## src/rtl/uart_pkg.sv

```systemverilog
// Shared types and constants for the UART TX packet arbiter.
package uart_pkg;
    localparam int N_REQ_MAX = 8;
    localparam logic [3:0] HDR_NIBBLE = 4'hA;

    typedef enum logic [1:0] {IDLE, HEADER, STREAM} arb_state_t;
endpackage

```

## src/rtl/rr_arbiter.sv

```systemverilog
// Combinational round-robin pick: first requester after last_grant, wrapping.
module rr_arbiter #(
    parameter int N_REQ = 4,
    parameter int IW    = 2
) (
    input  logic [N_REQ-1:0] req,
    input  logic [IW-1:0]    last_grant,
    output logic [N_REQ-1:0] grant,
    output logic [IW-1:0]    grant_idx
);
    logic [IW-1:0] k;

    // Walk from farthest to nearest so the nearest requester wins last.
    always_comb begin
        grant     = '0;
        grant_idx = '0;
        k         = '0;
        for (int i = N_REQ; i >= 1; i--) begin
            k = IW'((int'(last_grant) + i) % N_REQ);
            if (req[k]) begin
                grant     = '0;
                grant[k]  = 1'b1;
                grant_idx = k;
            end
        end
    end
endmodule

```

## src/rtl/uart_tx_arbiter.sv

```systemverilog
// Packet-level arbiter feeding the UART TX FIFO from N_REQ byte streams.
// Define UART_TX_ARB_ID_HEADER_EN to prefix every packet with {4'hA, owner id}.
module uart_tx_arbiter
    import uart_pkg::*;
#(
    parameter int N_REQ   = 4,
    parameter int TIMEOUT = 1024
) (
    input  logic               clk,
    input  logic               rst,
    input  logic [N_REQ-1:0]   req_valid_i,
    input  logic [N_REQ-1:0]   req_last_i,
    output logic [N_REQ-1:0]   req_ready_o,
    input  logic [8*N_REQ-1:0] req_data_i,
    input  logic               fifo_full_i,
    output logic               fifo_wr_en_o,
    output logic [7:0]         fifo_data_o,
    output logic [N_REQ-1:0]   grant_o,
    output logic               busy_o,
    output logic               timeout_o
);
    localparam int IW    = (N_REQ > 1) ? $clog2(N_REQ) : 1;
    localparam int CNT_W = $clog2(TIMEOUT + 1);

    arb_state_t       state;
    logic [N_REQ-1:0] grant_q, arb_grant;
    logic [IW-1:0]    gidx, last_grant, arb_idx;
    logic [CNT_W-1:0] idle_cnt;
    logic             timeout_q;
    logic             vld_g, last_g, xfer, hdr_wr;
    logic [7:0]       data_g;

    rr_arbiter #(.N_REQ(N_REQ), .IW(IW)) u_rr (
        .req        (req_valid_i),
        .last_grant (last_grant),
        .grant      (arb_grant),
        .grant_idx  (arb_idx)
    );

    assign vld_g  = req_valid_i[gidx];
    assign last_g = req_last_i[gidx];
    assign data_g = req_data_i[{gidx, 3'b000} +: 8];

    assign req_ready_o = (state == STREAM && !fifo_full_i) ? grant_q : '0;
    assign xfer        = (state == STREAM) && vld_g && !fifo_full_i;
`ifdef UART_TX_ARB_ID_HEADER_EN
    assign hdr_wr      = (state == HEADER) && !fifo_full_i;
    assign fifo_data_o = hdr_wr ? {HDR_NIBBLE, 4'(gidx)} : data_g;
`else
    assign hdr_wr      = 1'b0;
    assign fifo_data_o = data_g;
`endif
    assign fifo_wr_en_o = xfer | hdr_wr;

    assign grant_o   = grant_q;
    assign busy_o    = (state != IDLE);
    assign timeout_o = timeout_q;

    always_ff @(posedge clk or posedge rst) begin
        if (rst) begin
            state      <= IDLE;
            grant_q    <= '0;
            gidx       <= '0;
            last_grant <= IW'(N_REQ - 1);
            idle_cnt   <= '0;
            timeout_q  <= 1'b0;
        end else begin
            timeout_q <= 1'b0;
            case (state)
                IDLE: begin
                    idle_cnt <= '0;
                    if (|req_valid_i) begin
                        grant_q <= arb_grant;
                        gidx    <= arb_idx;
`ifdef UART_TX_ARB_ID_HEADER_EN
                        state   <= HEADER;
`else
                        state   <= STREAM;
`endif
                    end
                end
                HEADER: begin
                    if (!fifo_full_i) state <= STREAM;
                end
                STREAM: begin
                    if (xfer) begin
                        idle_cnt <= '0;
                        if (last_g) begin
                            state      <= IDLE;
                            grant_q    <= '0;
                            last_grant <= gidx;
                        end
                    end else if (!fifo_full_i && !vld_g) begin
                        // Owner went quiet: revoke so others are not starved.
                        if (idle_cnt == CNT_W'(TIMEOUT - 1)) begin
                            timeout_q  <= 1'b1;
                            state      <= IDLE;
                            grant_q    <= '0;
                            last_grant <= gidx;
                            idle_cnt   <= '0;
                        end else begin
                            idle_cnt <= idle_cnt + CNT_W'(1);
                        end
                    end
                end
                default: state <= IDLE;
            endcase
        end
    end
endmodule

```

## config.mk

```make
export PLATFORM = sky130hd
export DESIGN_NAME = uart_tx_arbiter
export DESIGN_NICKNAME = d
export VERILOG_FILES = /design/src/rtl/uart_pkg.sv /design/src/rtl/rr_arbiter.sv /design/src/rtl/uart_tx_arbiter.sv
export SDC_FILE = /design/constraint.sdc
export NUM_CORES = 1
export LEC_CHECK = 0
export CORE_MARGIN = 2
export CORE_UTILIZATION = 46
export DETAILED_ROUTE_END_ITERATION = 10
export PLACE_DENSITY = 0.88
export SLEW_MARGIN = 20
export SYNTH_ARGS = -nofsm -noshare
export SYNTH_HDL_FRONTEND = slang
export SYNTH_HIERARCHICAL = 1
export SYNTH_SLANG_ARGS = --single-unit
```

## constraint.sdc

```tcl
create_clock -name clk -period 3.5 [get_ports clk]
set_input_delay 0.875 -clock clk [delete_from_list [all_inputs] [get_ports clk]]
set_output_delay 0.875 -clock clk [all_outputs]
set_load 0.05 [all_outputs]
```

Word-level counts from Yosys, hierarchy flattened
Index checks and enable logic that the tools add are counted.
{"block": "op_classes", "shifts": 1, "n_mux": 54, "n_eq_ne": 9, "n_lt_le_gt_ge": 9, "addsub": 5, "reduce_logical": 21}
{"operator": "4-bit two-way mux", "count": 10}
{"operator": "11-bit two-way mux", "count": 3}
{"operator": "32-bit by 6-bit indexed part select with 8-bit output", "count": 1}
{"operator": "2-bit two-way mux", "count": 14}
{"operator": "11-bit case mux with 2 select lines", "count": 1}
{"operator": "2-bit by 3-bit less-than comparator with 1-bit output, second input constant", "count": 5}
{"operator": "1-bit two-way mux", "count": 14}
{"operator": "1-bit binary-select mux with 2-bit select", "count": 6}
{"operator": "11-bit by 1-bit adder with 11-bit output, second input constant", "count": 1}
{"operator": "11-bit by 10-bit equality test with 1-bit output, second input constant", "count": 1}
{"operator": "5-bit AND reduction", "count": 2}
{"operator": "1-bit demux with 2-bit select", "count": 4}
{"operator": "2-bit by 1-bit greater-or-equal comparator with 1-bit output, second input constant", "count": 4}
{"operator": "1-bit logical AND", "count": 8}
{"operator": "4-bit case mux with 2 select lines", "count": 1}
{"operator": "2-bit nonzero test", "count": 4}
{"operator": "3-bit by 2-bit != test with 1-bit output, second input constant", "count": 2}
{"operator": "2-bit case mux with 3 select lines", "count": 1}
{"operator": "2-bit by 1-bit adder with 2-bit output, second input constant", "count": 2}
{"operator": "2-bit adder, second input constant", "count": 2}
{"operator": "2-bit != test, second input constant", "count": 2}
{"operator": "2-bit AND reduction", "count": 2}
{"operator": "4-bit AND reduction", "count": 1}
{"operator": "4-bit OR reduction", "count": 1}
{"operator": "other kinds (6)", "count": 7}
{"block": "word_totals", "out_inout_bits": 19, "register_bits": 22, "inputBits": 43, "wordCells": 105}

Longest topological paths before layout
Gate-level depths: netlist of run 1.
{"block": "depth", "ltp_word": 11, "mapped_depth": 9, "depth_no_buf": 7}

Modules after synthesis
Netlist of run 1, hierarchy kept.
{"module": "uart_tx_arbiter", "cells_per_inst": 117, "n_inst": 1, "seq_area_each_um2": 528.0, "area_each_um2": 1348.8}
{"module": "rr_arbiter", "cells_per_inst": 60, "n_inst": 1, "seq_area_each_um2": 0.0, "area_each_um2": 467.9}

Least setup slack after synthesis of run 1
Ideal clock, no wire load.
{"block": "synth_path", "kind": "register -> register", "start": "reg last_grant[0]", "end": "reg grant_q[1], in the netlist grant_o[1]", "required_time_ns": 3.374, "n_path_buf": 2, "setup_slack_ns": 0.846, "setup_ns": 0.126, "arrival_ns": 2.528, "synth_period_minus_slack_ns": 2.654, "stages_incl_launch_ff": 10, "cell_sequence": "dfstp_2 buf_2 inv_1 ha_1 buf_2 mux4_2 a21oi_1 o21ai_1 a2bb2oi_1 a221o_1"}
{"block": "synth_between", "elab_chain_cells": 11, "word_cells_on_any_way": 38, "classes_between": "4 x add/sub; 8 x order compare; 22 x mux; 4 x reduce/logical"}
{"item": "start, declared", "line_no": "uart_tx_arbiter.sv:27", "source": "logic [IW-1:0] gidx, last_grant, arb_idx;"}
{"item": "start signal, assigned", "line_no": "uart_tx_arbiter.sv:64", "source": "last_grant <= IW'(N_REQ - 1);"}
{"item": "start signal, assigned", "line_no": "uart_tx_arbiter.sv:91", "source": "last_grant <= gidx;"}
{"item": "start signal, assigned", "line_no": "uart_tx_arbiter.sv:99", "source": "last_grant <= gidx;"}
{"item": "2-bit by 1-bit adder with 2-bit output", "line_no": "rr_arbiter.sv:19", "source": "k = IW'((int'(last_grant) + i) % N_REQ);"}
{"item": "2-bit by 3-bit less-than comparator with 1-bit output (not written as such) / 2-bit by 1-bit greater-or-equal comparator with 1-bit output (equally long branches)", "line_no": "rr_arbiter.sv:22", "source": "grant[k] = 1'b1;"}
{"item": "1-bit logical AND (not written as such)", "line_no": "rr_arbiter.sv:22"}
{"item": "1-bit two-way mux (not written as such)", "line_no": "rr_arbiter.sv:22"}
{"item": "1-bit demux with 2-bit select"}
{"item": "4-bit two-way mux (3 in series)", "line_no": "rr_arbiter.sv:20", "source": "if (req[k]) begin"}
{"item": "4-bit two-way mux *", "line_no": "rr_arbiter.sv:20"}
{"item": "via arb_grant[1]", "line_no": "uart_tx_arbiter.sv:26", "source": "logic [N_REQ-1:0] grant_q, arb_grant;"}
{"item": "4-bit two-way mux *", "line_no": "uart_tx_arbiter.sv:72", "source": "if (|req_valid_i) begin"}
{"item": "4-bit case mux with 2 select lines *", "line_no": "uart_tx_arbiter.sv:69", "source": "case (state)"}
{"item": "end signal, assigned", "line_no": "uart_tx_arbiter.sv:73", "source": "grant_q <= arb_grant;"}
{"item": "end, declared", "line_no": "uart_tx_arbiter.sv:26"}
Mark *: on every way through the listed nets, which the timed path passes. The rest lies on a longest branch. The select of a mux whose other input is x is not followed.
A chain may end at the register's enable or synchronous reset.

Worst setup path in the final report of run 1
{"block": "layout_path", "start": "in req_valid_i[3]", "end": "out fifo_wr_en_o"}
{"block": "layout_between", "elab_chain_cells": 4}
{"item": "start, declared", "line_no": "uart_tx_arbiter.sv:11", "source": "input logic [N_REQ-1:0] req_valid_i,"}
{"item": "1-bit binary-select mux with 2-bit select", "line_no": "uart_tx_arbiter.sv:40", "source": "assign vld_g = req_valid_i[gidx];"}
{"item": "1-bit two-way mux (not written as such)", "line_no": "uart_tx_arbiter.sv:40"}
{"item": "1-bit logical AND (2 in series)", "line_no": "uart_tx_arbiter.sv:45", "source": "assign xfer = (state == STREAM) && vld_g && !fifo_full_i;"}
{"item": "end, declared", "line_no": "uart_tx_arbiter.sv:16", "source": "output logic fifo_wr_en_o,"}
Every way passes these cells. The select of a mux whose other input is x is not followed.

==> results of run 1 <==
==> where the power goes <==
part / leakage, nW / internal (mW) / total, mW / switching, mW
Clock: 0.0228 / 0.0812 / 0.159 / 0.0776
Sequential: 0.272 / 0.316 / 0.448 / 0.132
Combinational: 0.733 / 0.652 / 1.44 / 0.791
==> through the flow <==
stage	cell area, um^2	utilization	setup WS [ns]	cells	hold WS [ns]
2_1_floorplan	1820	-	0.846	177	0.494
3_3_place_gp	2490	0.670	0.367	284	0.516
3_5_place_dp	2490	0.670	0.368	284	0.532
4_1_cts	2540	0.682	0.363	288	0.545
5_1_grt	2540	0.682	0.333	288	0.569
6_report	2540	0.682	0.364	288	0.549
==> critical path: cells and delay by family <==
kind,cells,cell delay [ns]
AND/OR/NAND/NOR,1,0.23
buffers and inverters,2,0.60
multiplexers,1,0.56
==> cells in the final DEF (no fill, tap or decap), types with 2 or more instances in the layout <==
cell type,netlist,final
o21ai_1,3,3
mux2_2,4,4
dfrtp_1,19,19
dfstp_2,2,2
mux4_2,12,12
a22o_1,2,2
nor3b_1,5,5
nand4_1,3,3
clkbuf_8,1,3
mux2_1,2,2
a2bb2oi_1,3,3
ha_1,7,7
xor2_1,5,5
nand2_1,11,11
a21oi_1,8,8
nor4_1,2,2
inv_1,11,11
a21boi_0,2,2
clkdlybuf4s50_1,0,48
nor2b_1,2,2
buf_4,0,17
and2_1,5,5
buf_12,0,4
nor2_1,12,12
a2111oi_0,4,4
nand3_1,4,4
o21ai_0,7,7
a221o_1,4,4
==> per-layer routing <==
layer,wire length (um),up-vias,global-route usage
li1,-,807,-
met1,1780,801,0.273
met2,2110,67,0.380
met3,326,3,0.0557
met4,22,0,0.0383
met5,0,-,0
==> area by class of cell <==
cell class | count | area (um^2)
clock buffers | 4 | 45.0
fillers | 297 | 1180
inverters | 11 | 41.3
multi-input cells | 135 | 1170
flip-flops and latches | 21 | 528
well taps | 48 | 60.1
repair buffers | 69 | 688
==> path summary, 6_finish.rpt <==
kind                                      startpoint                     end  slack [ns]  depth (start not counted)
min in group asynchronous                        rst     gidx[0]$_DFFE_PP0P_        1.05                          2
max in group asynchronous                        rst     gidx[1]$_DFFE_PP0P_        1.96                          2
hold / removal              idle_cnt[10]$_DFFE_PP0N_     timeout_o$_DFF_PP0_        0.55                          1
setup / recovery                      req_valid_i[3]            fifo_wr_en_o        0.36                          4
setup reg to reg           last_grant[0]$_DFFE_PP1P_  grant_o[0]$_DFFE_PP0P_        0.65                          7
hold reg to reg             idle_cnt[10]$_DFFE_PP0N_     timeout_o$_DFF_PP0_        0.55                          1
==> state kept, by name (all words and copies together) (netlist names) <==
register and flops:
idle_cnt 11, grant_o 4, gidx 2, last_grant 2, state 1, timeout_o 1
==> logic make-up (layout without fill, tap and decap cells) <==
kind of cell               count (synthesis)  count (layout)  share of synthesized area
and+or+nand+nor                           59              59                      0.191
AOI/OAI and AO/OA                         44              44                      0.177
muxes                                     19              19                      0.200
buffers and inverters                     21              84                     0.0634
DFF                                       21              21                      0.291
xor gates and xnor gates                   6               6                     0.0289
adders and majority gates                  7               7                     0.0482
==> run metrics, run 1 <==
Port Buffers=61; Synthesized Nets=227; io pins=62; CTS resizes=0; worst skew pair latency=0.26 ns; leakage=1.03 nW; routability cong.=0.787; Synth area leader=dfrtp_1; Req. time, crit path=2.62 ns; maximum clock insertion buffer count=2; FP Rows=22; Fmax=319 MHz; die area=4470 um^2; WL final=4240 um; Avg Inst Size Synth=10.3 um^2; CP Class=input pin to output port; fin nets=291; Worst-path clk slew=0.07 ns; max incr delay on CP=0.56 ns; Critical Path AT=2.26 ns; worst min-delay path class=register to register; Area Growth Syn to Fin=39.6%; core footprint=3720 um^2; Rel. slew slack=0.478; pin count of the biggest net entering global routing=22; Worst Skew=0.00314 ns; DR WL/cell=14.7 um; status=finished, final reports clean; pwr/cell area=808 nW/um^2; Synth area leaders=dfrtp_1 (26%), mux4_2 (15%), ha_1 (4.8%); chip height=66.8 um; vias per std cell=5.83; initial antenna violation count=0; Max-Cap Viols=0; postcts setup bufs=0; Seq/Total Area, Yosys=0.291; ANT nets after route=0; Root Buffer=clkbuf_8; slowest CP cell=mux4_2; Tightest Pin Transition=0.783 ns; Synth Cell Area=1820 um^2; Synth Warn #=6; DR DRC count=0; CTS tree=yes; Max VDD drop=381 uV; CP endpoint kind=output port; total grt overflow=0; Post-CTS Hold Buffers=0; unrepaired setup endpoints after global routing=false; die width=66.8 um; DR iter-0 viols=74; vias in the first global route=1664; Async S/R FF share, synth=1.00; crit-path max FO=5; most common cell in the netlist=dfrtp_1; layout cell share with drive strength beyond 1=0.221; Tot Pwr=2.05 mW; Overall Global Routing Usage=0.217; Post-Route Setup TNS=0 ns; register bit total from synthesis=21; Worst setup SP type=input pin; Vias=1678; total CTS buffers=3; Slew Limit Fails=0; count of final setup violators=0; Tmin final=3.14 ns; starting density of the core=0.489; prevailing post-synth register cell=dfrtp_1; DR pass1 iterations=4; top cells by count, synth=dfrtp_1 (19), mux4_2 (12), nor2_1 (12); post-synthesis cell type count=56; EDFF count, synth=0; DP HPWL=3380 um; ANT cells=0; Clock Sinks=21; Mapped Cells=177; first-pass GRT wire length=7420 um; htree depth=1; Synth top area share=0.262; final worst-path cycle share=0.896; Hold Fails Final Rpt=0; crit path cell chain=clkdlybuf4s50_1, mux4_2, and2_2, buf_4
Power figures use the tool's default switching activity.
==> inputs of run 2 (changes only) <==
- GPL_ROUTABILITY_DRIVEN: default -> 0
==> results of run 2 <==
The final DEF is identical to that of run 1; final timing and power are the same.
